--- config.mk ---
export PLATFORM = sky130hd
export DESIGN_NAME = alu_result_buffer
export DESIGN_NICKNAME = d
export VERILOG_FILES = /design/src/rtl/alu_pkg.sv /design/src/rtl/alu_latency_pipe.sv /design/src/rtl/alu_result_buffer.sv
export SDC_FILE = /design/constraint.sdc
export NUM_CORES = 1
export LEC_CHECK = 0
export CAP_MARGIN = 20
export CORE_MARGIN = 1.5
export CORE_UTILIZATION = 45
export CTS_CLUSTER_DIAMETER = 30
export DETAILED_ROUTE_END_ITERATION = 7
export PLACE_DENSITY_LB_ADDON = 0.2
export REMOVE_ABC_BUFFERS = 1
export SLEW_MARGIN = 20
export SYNTH_ARGS = -nofsm -noshare
export SYNTH_HDL_FRONTEND = slang
export SYNTH_HIERARCHICAL = 1
export SYNTH_SLANG_ARGS = --single-unit
--- constraint.sdc ---
create_clock -name clk -period 6.5 [get_ports clk]
set_input_delay 1.95 -clock clk [delete_from_list [all_inputs] [get_ports clk]]
set_output_delay 1.95 -clock clk [all_outputs]
set_load 0.02 [all_outputs]
--- src/rtl/alu_pkg.sv ---
// alu_pkg: defaults and result-entry layout shared by the ALU result
// buffer and the ALU_VECTORIAL benches.
//   WIDTH_DEF     default lane width in bits
//   N_ALU_DEF     default number of ALU lanes
//   alu_result_t  one captured ALU result (data, carry, gt, eq, lt)
//   entry_width() width of a flattened entry for any WIDTH/n_alu pair
package alu_pkg;

    localparam int unsigned WIDTH_DEF = 4;
    localparam int unsigned N_ALU_DEF = 4;

    typedef struct packed {
        logic [WIDTH_DEF*N_ALU_DEF-1:0] data;
        logic [N_ALU_DEF-1:0]           carry;
        logic [N_ALU_DEF-1:0]           gt;
        logic [N_ALU_DEF-1:0]           eq;
        logic [N_ALU_DEF-1:0]           lt;
    } alu_result_t;

    // Field order matches alu_result_t: data, then four per-lane flag vectors.
    function automatic int unsigned entry_width(input int unsigned width,
                                                input int unsigned lanes);
        return width * lanes + 4 * lanes;
    endfunction

endpackage

--- src/rtl/alu_latency_pipe.sv ---
// alu_latency_pipe: shift register that delays the ALU issue strobe so that
// its output lines up with the cycle in which the ALU results are valid.
//   clk    clock
//   arst   asynchronous active-high reset, clears all stages
//   flush  synchronous clear of all stages
//   din    issue strobe (enable)
//   dout   delayed strobe (cap_valid), STAGES cycles after din is sampled
module alu_latency_pipe #(
    parameter int unsigned STAGES = 1
) (
    input  logic clk,
    input  logic arst,
    input  logic flush,
    input  logic din,
    output logic dout
);

    logic [STAGES-1:0] pipe;

    always_ff @(posedge clk or posedge arst) begin
        if (arst) begin
            pipe <= '0;
        end else if (flush) begin
            pipe <= '0;
        end else begin
            pipe[0] <= din;
            for (int unsigned i = 1; i < STAGES; i++) begin
                pipe[i] <= pipe[i-1];
            end
        end
    end

    assign dout = pipe[STAGES-1];

endmodule

--- src/rtl/alu_result_buffer.sv ---
// alu_result_buffer: captures ALU_VECTORIAL results ALU_LATENCY cycles after
// each issue and queues them in a first-word-fall-through FIFO.
//   clk, arst                         clock, async active-high reset
//   enable                            ALU issue strobe
//   data_out, carry_out, a_greater,
//   a_equal, a_less                   ALU result vector and per-lane flags
//   flush                             sync clear of FIFO and latency pipe
//   clr_ovf                           sync clear of sticky overflow
//   res_valid, res_ready              head handshake
//   res_data, res_carry, res_gt,
//   res_eq, res_lt                    head entry fields
//   count, full, empty                occupancy
//   overflow                          sticky: a captured result was dropped
module alu_result_buffer
    import alu_pkg::*;
#(
    parameter int unsigned WIDTH       = WIDTH_DEF,
    parameter int unsigned n_alu       = N_ALU_DEF,
    parameter int unsigned DEPTH       = 8,
    parameter int unsigned ALU_LATENCY = 1
) (
    input  logic                       clk,
    input  logic                       arst,
    input  logic                       enable,
    input  logic [WIDTH*n_alu-1:0]     data_out,
    input  logic [n_alu-1:0]           carry_out,
    input  logic [n_alu-1:0]           a_greater,
    input  logic [n_alu-1:0]           a_equal,
    input  logic [n_alu-1:0]           a_less,
    input  logic                       flush,
    input  logic                       clr_ovf,
    output logic                       res_valid,
    input  logic                       res_ready,
    output logic [WIDTH*n_alu-1:0]     res_data,
    output logic [n_alu-1:0]           res_carry,
    output logic [n_alu-1:0]           res_gt,
    output logic [n_alu-1:0]           res_eq,
    output logic [n_alu-1:0]           res_lt,
    output logic [$clog2(DEPTH+1)-1:0] count,
    output logic                       full,
    output logic                       empty,
    output logic                       overflow
);

    localparam int unsigned PTR_W = $clog2(DEPTH);
    localparam int unsigned CNT_W = $clog2(DEPTH + 1);
    localparam int unsigned EW    = entry_width(WIDTH, n_alu);

    logic             cap_valid;
    logic             push;
    logic             pop;
    logic             drop;
    logic [PTR_W-1:0] wptr;
    logic [PTR_W-1:0] rptr;
    logic [EW-1:0]    wr_entry;
    logic [EW-1:0]    mem [DEPTH];

    alu_latency_pipe #(
        .STAGES (ALU_LATENCY)
    ) u_latency_pipe (
        .clk   (clk),
        .arst  (arst),
        .flush (flush),
        .din   (enable),
        .dout  (cap_valid)
    );

    assign wr_entry = {data_out, carry_out, a_greater, a_equal, a_less};

    assign empty     = (count == '0);
    assign full      = (count == CNT_W'(DEPTH));
    assign res_valid = !empty;

    // At full a push still succeeds if the head leaves in the same cycle; a
    // flush discards whatever is being captured and does not count as a drop.
    assign pop  = res_valid && res_ready;
    assign push = cap_valid && !flush && (!full || pop);
    assign drop = cap_valid && !flush && full && !pop;

    assign {res_data, res_carry, res_gt, res_eq, res_lt} = mem[rptr];

    // Storage is not reset; only pointers and count define what is valid.
    always_ff @(posedge clk) begin
        if (push) begin
            mem[wptr] <= wr_entry;
        end
    end

    always_ff @(posedge clk or posedge arst) begin
        if (arst) begin
            wptr  <= '0;
            rptr  <= '0;
            count <= '0;
        end else if (flush) begin
            wptr  <= '0;
            rptr  <= '0;
            count <= '0;
        end else begin
            if (push) begin
                wptr <= wptr + 1'b1;
            end
            if (pop) begin
                rptr <= rptr + 1'b1;
            end
            if (push && !pop) begin
                count <= count + 1'b1;
            end else if (pop && !push) begin
                count <= count - 1'b1;
            end
        end
    end

    // A new drop wins over clr_ovf in the same cycle.
    always_ff @(posedge clk or posedge arst) begin
        if (arst) begin
            overflow <= 1'b0;
        end else if (drop) begin
            overflow <= 1'b1;
        end else if (clr_ovf) begin
            overflow <= 1'b0;
        end
    end

endmodule

==> run metrics, run 1 <==
setup ws final=1.313 ns; Slew Limit Fails=0; Worst Path Arrival=3.24 ns; static leakage=4.278 nW; R2R Setup Slk=3.60 ns; synthesized flop and latch total=268; Slew HR=0.2761; max-cap viol count=0; hold path depth=2; number of enable flip-flop cells after synthesis=256; Initial Utilization=0.4618; largest area contributor in the netlist=edfxtp_1; Crit. End Element=output pin; top cells by count, synth=edfxtp_1, mux4_2, mux2_2; Max clock buf depth=3; Cell variety after synth=42; TritonCTS Buffers=46; top cells by area, synth=edfxtp_1, mux4_2, mux2_2; Tmin final=5.187 ns; worst slack at placement=1.779 ns; Total GRT Usage=0.1769; placed cell count=850; diode count=0; worst reg2reg endpoint=count[3]$_DFFE_PP0P_; slowest library cell on the worst path=dfrtp_4; Power per Cell Area=406.0 nW/um^2; post-synth top area share=0.7308; path type of the worst setup path=flip-flop to output pin; wire per inst=21.54 microns; Finished Layout Cells=936; Cell Chain, Critical Path=buf_12 -> mux4_2 -> mux2_2 -> clkdlybuf4s50_1; Mapped Avg Cell Area=22.38 sq um; Reg clk slew, reported paths=0.05 ns; gpl congestion=0.7422; antenna violations before repair=0; Sink Count=268; Most Crowded Layer GR=met2; Worst R2R Path Depth=8; synthesized netlist cell count=470; ys flop type=edfxtp_1; core area=22780 sq um; Worst Setup Start Kind=flip-flop; RSZ-0062 raised after global routing=no; DP Wirelength=10760 microns; CTS tree=built; final setup fails=0; htree depth=2; Synth Cell Area=10520 sq um; Area Overhead vs Synth=26.17%; DRT iter0 DRCs=366; yosys warns=6; overall power=5.389 mW; Fmax=0.1928 GHz; row cnt=55; vias in the first global route=5461; Global Route met3 Usage=0.03556; DR vias/cell=5.338; Worst IR Drop VDD=261.8 uV; gr ovfl total=0; setup tns final=0 ns; drt pass-1 iters=4; Vias=4996; Critical Path RT=4.55 ns; die area=24300 sq um; Seq/Total Area, Yosys=0.7594; drc violations=0; Resized cells post-CTS=0; final hold slack=0.5113 ns; CP max FO=38; FF-to-FF Start=count[2]$_DFFE_PP0P_; worst-margin pin slew=1.086 ns; chip width=155.9 microns; Antenna Nets Post-Route=0; postcts setup bufs=0; Die Height=155.9 microns; drt total wl=20170 microns; fin crit share=0.7980; Max stage delay on crit path=0.96 ns; crit path to=res_data[2]; Final Hold Fails=0; root buffer cell=clkbuf_16; Hold Buf Count CTS=0; Synth async-reset ratio=0.04478; worst min-delay path category=flip-flop to flip-flop; fraction of layout cells with a size suffix above 1=0.3339; Buffers on Ports=77; count leader, synth=edfxtp_1; met2 usage=0.2802; nets=628; met1 Usage GRT=0.2457; Max Clock Skew=0.02060 ns; Critical Path Source=rptr[0]$_DFFE_PP0P_; largest net degree at the start of global routing=40; clk_lat worst skew=0.53 ns; status=finished, final reports clean; first-pass GRT wire length=31770 microns; num ports=78
worst max-delay path: cells and delay by family (launching register included):
kind     cells  cell delay, ns
buf+inv      2            0.90
flops        1            0.96
mux          2            0.82
layout make-up:
| class | count | area (sq um) |
|---|---|---|
| Tap cell | 313 | 391.6 |
| Multi-Input combinational cell | 171 | 2401 |
| Clock buffer | 50 | 1166 |
| Fill cell | 1631 | 9507 |
| Sequential cell | 268 | 7994 |
| Clock inverter | 36 | 404.1 |
| Timing Repair Buffer | 91 | 888.4 |
| Inverter | 7 | 26.28 |
worst min-delay path by stage:
stage	start	to
6_report	overflow$_DFFE_PP0P_	overflow$_DFFE_PP0P_
5_1_grt	overflow$_DFFE_PP0P_	overflow$_DFFE_PP0P_
4_1_cts	overflow$_DFFE_PP0P_	overflow$_DFFE_PP0P_
3_5_place_dp	overflow$_DFFE_PP0P_	overflow$_DFFE_PP0P_
3_3_place_gp	overflow$_DFFE_PP0P_	overflow$_DFFE_PP0P_
2_1_floorplan	wptr[2]$_DFFE_PP0P_	wptr[2]$_DFFE_PP0P_
power by group:
group	leakage, nW	switching, mW	internal, mW	total, mW
clock network	0.768	0.837	1.56	2.40
registers	2.46	0.119	1.93	2.04
logic	1.05	0.407	0.540	0.948
registers in the layout, indices dropped and copies added (netlist names):
register,count
overflow,1
u_latency_pipe/dout,1
count,4
wptr,3
mem,256
rptr,3
stage by stage:
step | area [sq um] | util
floorplan | 10370 | -
global placement | 11700 | 0.5137
detailed placement | 11700 | 0.5137
CTS | 13270 | 0.5826
global route | 13270 | 0.5826
finish | 13270 | 0.5826
logic make-up (layout without fill, tap and decap cells):
logic type | after synthesis | count (layout) | synth area share
and+or+nand+nor | 40 | 40 | 0.02093
adders and majority gates | 5 | 5 | 0.006661
xor gates and xnor gates | 6 | 6 | 0.004997
buffers and inverters | 31 | 184 | 0.01701
AOI/OAI and AO/OA | 21 | 21 | 0.01642
muxes | 99 | 99 | 0.1746
DFF | 268 | 268 | 0.7594
layer usage:
metal	part of all wire	wire length [microns]
met5	0	0
met4	0.021	427
met2	0.49	9804
met3	0.059	1187
met1	0.43	8746
cells in the final DEF (no fill, tap or decap), types with 2 or more instances in the layout:
| master | instances |
|---|---|
| inv_1 | 7 |
| clkinvlp_4 | 3 |
| nor4_2 | 2 |
| nand3b_1 | 2 |
| nor2b_1 | 2 |
| mux2_2 | 32 |
| xor2_1 | 3 |
| or3_1 | 2 |
| a21oi_1 | 4 |
| mux4_2 | 64 |
| nand2_1 | 5 |
| clkdlybuf4s50_1 | 77 |
| clkinv_2 | 8 |
| ha_1 | 4 |
| nor2_1 | 12 |
| clkinv_4 | 4 |
| nor4b_2 | 2 |
| dfrtp_2 | 2 |
| edfxtp_1 | 256 |
| nor2_4 | 2 |
| nand2b_1 | 3 |
| clkbuf_16 | 46 |
| xnor2_1 | 3 |
| mux2i_1 | 2 |
| clkinv_1 | 3 |
| clkbuf_1 | 4 |
| a211oi_1 | 2 |
| bufinv_16 | 6 |
| inv_6 | 10 |
| o211ai_1 | 3 |
| o41ai_1 | 2 |
| dfrtp_1 | 9 |
| buf_4 | 13 |
| nor3_2 | 3 |
(Power assumes the default switching activity.)
==> run 2, diff against run 1 <==
Clock period 6.5 ns to 4.7 ns, I/O delays scaled along.
==> run metrics, run 2 (synthesized netlist as in run 1, its figures left out) <==
status=finished, final reports clean; Hold Buf Count CTS=0; Reg clk slew, reported paths=0.05 ns; DRT iter0 DRCs=314; Crit. End Element=output pin; Total GRT Usage=0.1714; Sink Count=268; register with the most flip-flops=mem; Worst Setup Start Kind=flip-flop; antenna violations before repair=0; commonest non-fill, non-tap cell in the layout=edfxtp_1; fin crit share=0.9176; setup ws final=0.3874 ns; worst-margin pin slew=1.030 ns; drc violations=0; final hold slack=0.5127 ns; largest net degree at the start of global routing=43; Vias=5018; Power per Cell Area=564.3 nW/um^2; Max stage delay on crit path=0.65 ns; CP max FO=32; max FFs per register=256; DR vias/cell=5.355; CP Buf/Inv Count=2; Design Area, Final=13340 sq um; post-layout util=0.5858; die area=24300 sq um; vias in the first global route=5293; first-pass GRT wire length=30840 microns; drt pass-1 iters=4; Critical Path Source=rptr[0]$_DFFE_PP0P_; Max Clock Skew=0.01162 ns; Buffers on Ports=77; fraction of layout cells with a size suffix above 1=0.3317; wire per inst=21.32 microns; commonest non-fill, non-tap cells in the layout=edfxtp_1, clkdlybuf4s50_1, mux4_2, clkbuf_16, mux2_2; FF-to-FF Start=count[2]$_DFFE_PP0P_; Resized cells post-CTS=0; Critical Path Stages=4; path type of the worst setup path=flip-flop to output pin; CP top delay family=buffers and inverters; Tmin final=4.313 ns; Worst R2R Path Depth=8; Critical Path RT=3.29 ns; core area=22780 sq um; gpl congestion=0.7588; row cnt=55; clk_lat worst skew=0.52 ns; postcts setup bufs=0; Cell Chain, Critical Path=buf_12 -> mux4_2 -> mux2_2 -> clkdlybuf4s50_1; placed cell count=853; Max clock buf depth=3; max-cap viol count=0; slowest library cell on the worst path=dfrtp_4; DP Wirelength=10840 microns; Final Hold Fails=0; htree depth=2; CTS tree=built; Finished Layout Cells=937; setup tns final=0 ns; num ports=78; Slew HR=0.3131; Initial Utilization=0.4618; Slew Limit Fails=0; worst reg2reg endpoint=count[3]$_DFFE_PP0P_; drt total wl=19970 microns; Worst IR Drop VDD=279.8 uV; Area Overhead vs Synth=26.85%; worst slack at placement=0.8116 ns; TritonCTS Buffers=46; Die Height=155.9 microns; Worst Path Arrival=2.90 ns; Placed Area=11750 sq um; crit path to=res_data[8]; chip width=155.9 microns; R2R Setup Slk=1.85 ns; static leakage=4.295 nW; overall power=7.530 mW; Antenna Nets Post-Route=0; Fmax=0.2319 GHz; nets=631; gr ovfl total=0; worst min-delay path category=flip-flop to flip-flop; final setup fails=0; root buffer cell=clkbuf_16; Largest regs=mem (256), count (4); RSZ-0062 raised after global routing=no; diode count=0
-- run 2: metal layers --
layer	track usage	wire, microns	share of wire	up-vias
met4	0.05125	407	0.020	0
met3	0.03889	917	0.046	37
met2	0.2717	9673	0.48	130
li1	-	-	-	2215
met1	0.2395	8975	0.45	2636
met5	0	0	0	-
-- run 2: power by group --
group	internal [mW]	leakage [nW]	total (mW)	switching (mW)
registers	2.67	2.46	2.76	0.0886
logic	0.761	1.07	1.40	0.639
clock network	2.26	0.763	3.37	1.11
-- run 2: worst reg2reg max path: cells and delay by family, from the launching register on --
| family | cells | cell delay [ns] |
|---|---|---|
| flops | 1 | 0.49 |
| compound gates | 4 | 0.63 |
| simple gates | 3 | 1.28 |
| fa+ha+maj | 1 | 0.33 |
-- run 2: layout make-up --
cell class | count | area (sq um)
fill | 1622 | 9435
timing repair buffer | 94 | 935.9
sequential | 268 | 7994
tap | 313 | 391.6
inverter | 7 | 26.28
multi-input combinational | 171 | 2401
clock inverter | 31 | 406.6
clock buffer | 53 | 1187
-- run 2: how the worst min path moves through the flow --
stage | from | to | slack, ns | cells past startpoint
6_report | overflow$_DFFE_PP0P_ | overflow$_DFFE_PP0P_ | 0.51 | 2
5_1_grt | overflow$_DFFE_PP0P_ | overflow$_DFFE_PP0P_ | 0.55 | 2
4_1_cts | overflow$_DFFE_PP0P_ | overflow$_DFFE_PP0P_ | 0.52 | 2
3_5_place_dp | overflow$_DFFE_PP0P_ | overflow$_DFFE_PP0P_ | 0.49 | 2
3_3_place_gp | overflow$_DFFE_PP0P_ | overflow$_DFFE_PP0P_ | 0.51 | 2
2_1_floorplan | wptr[2]$_DFFE_PP0P_ | wptr[2]$_DFFE_PP0P_ | 0.59 | 2
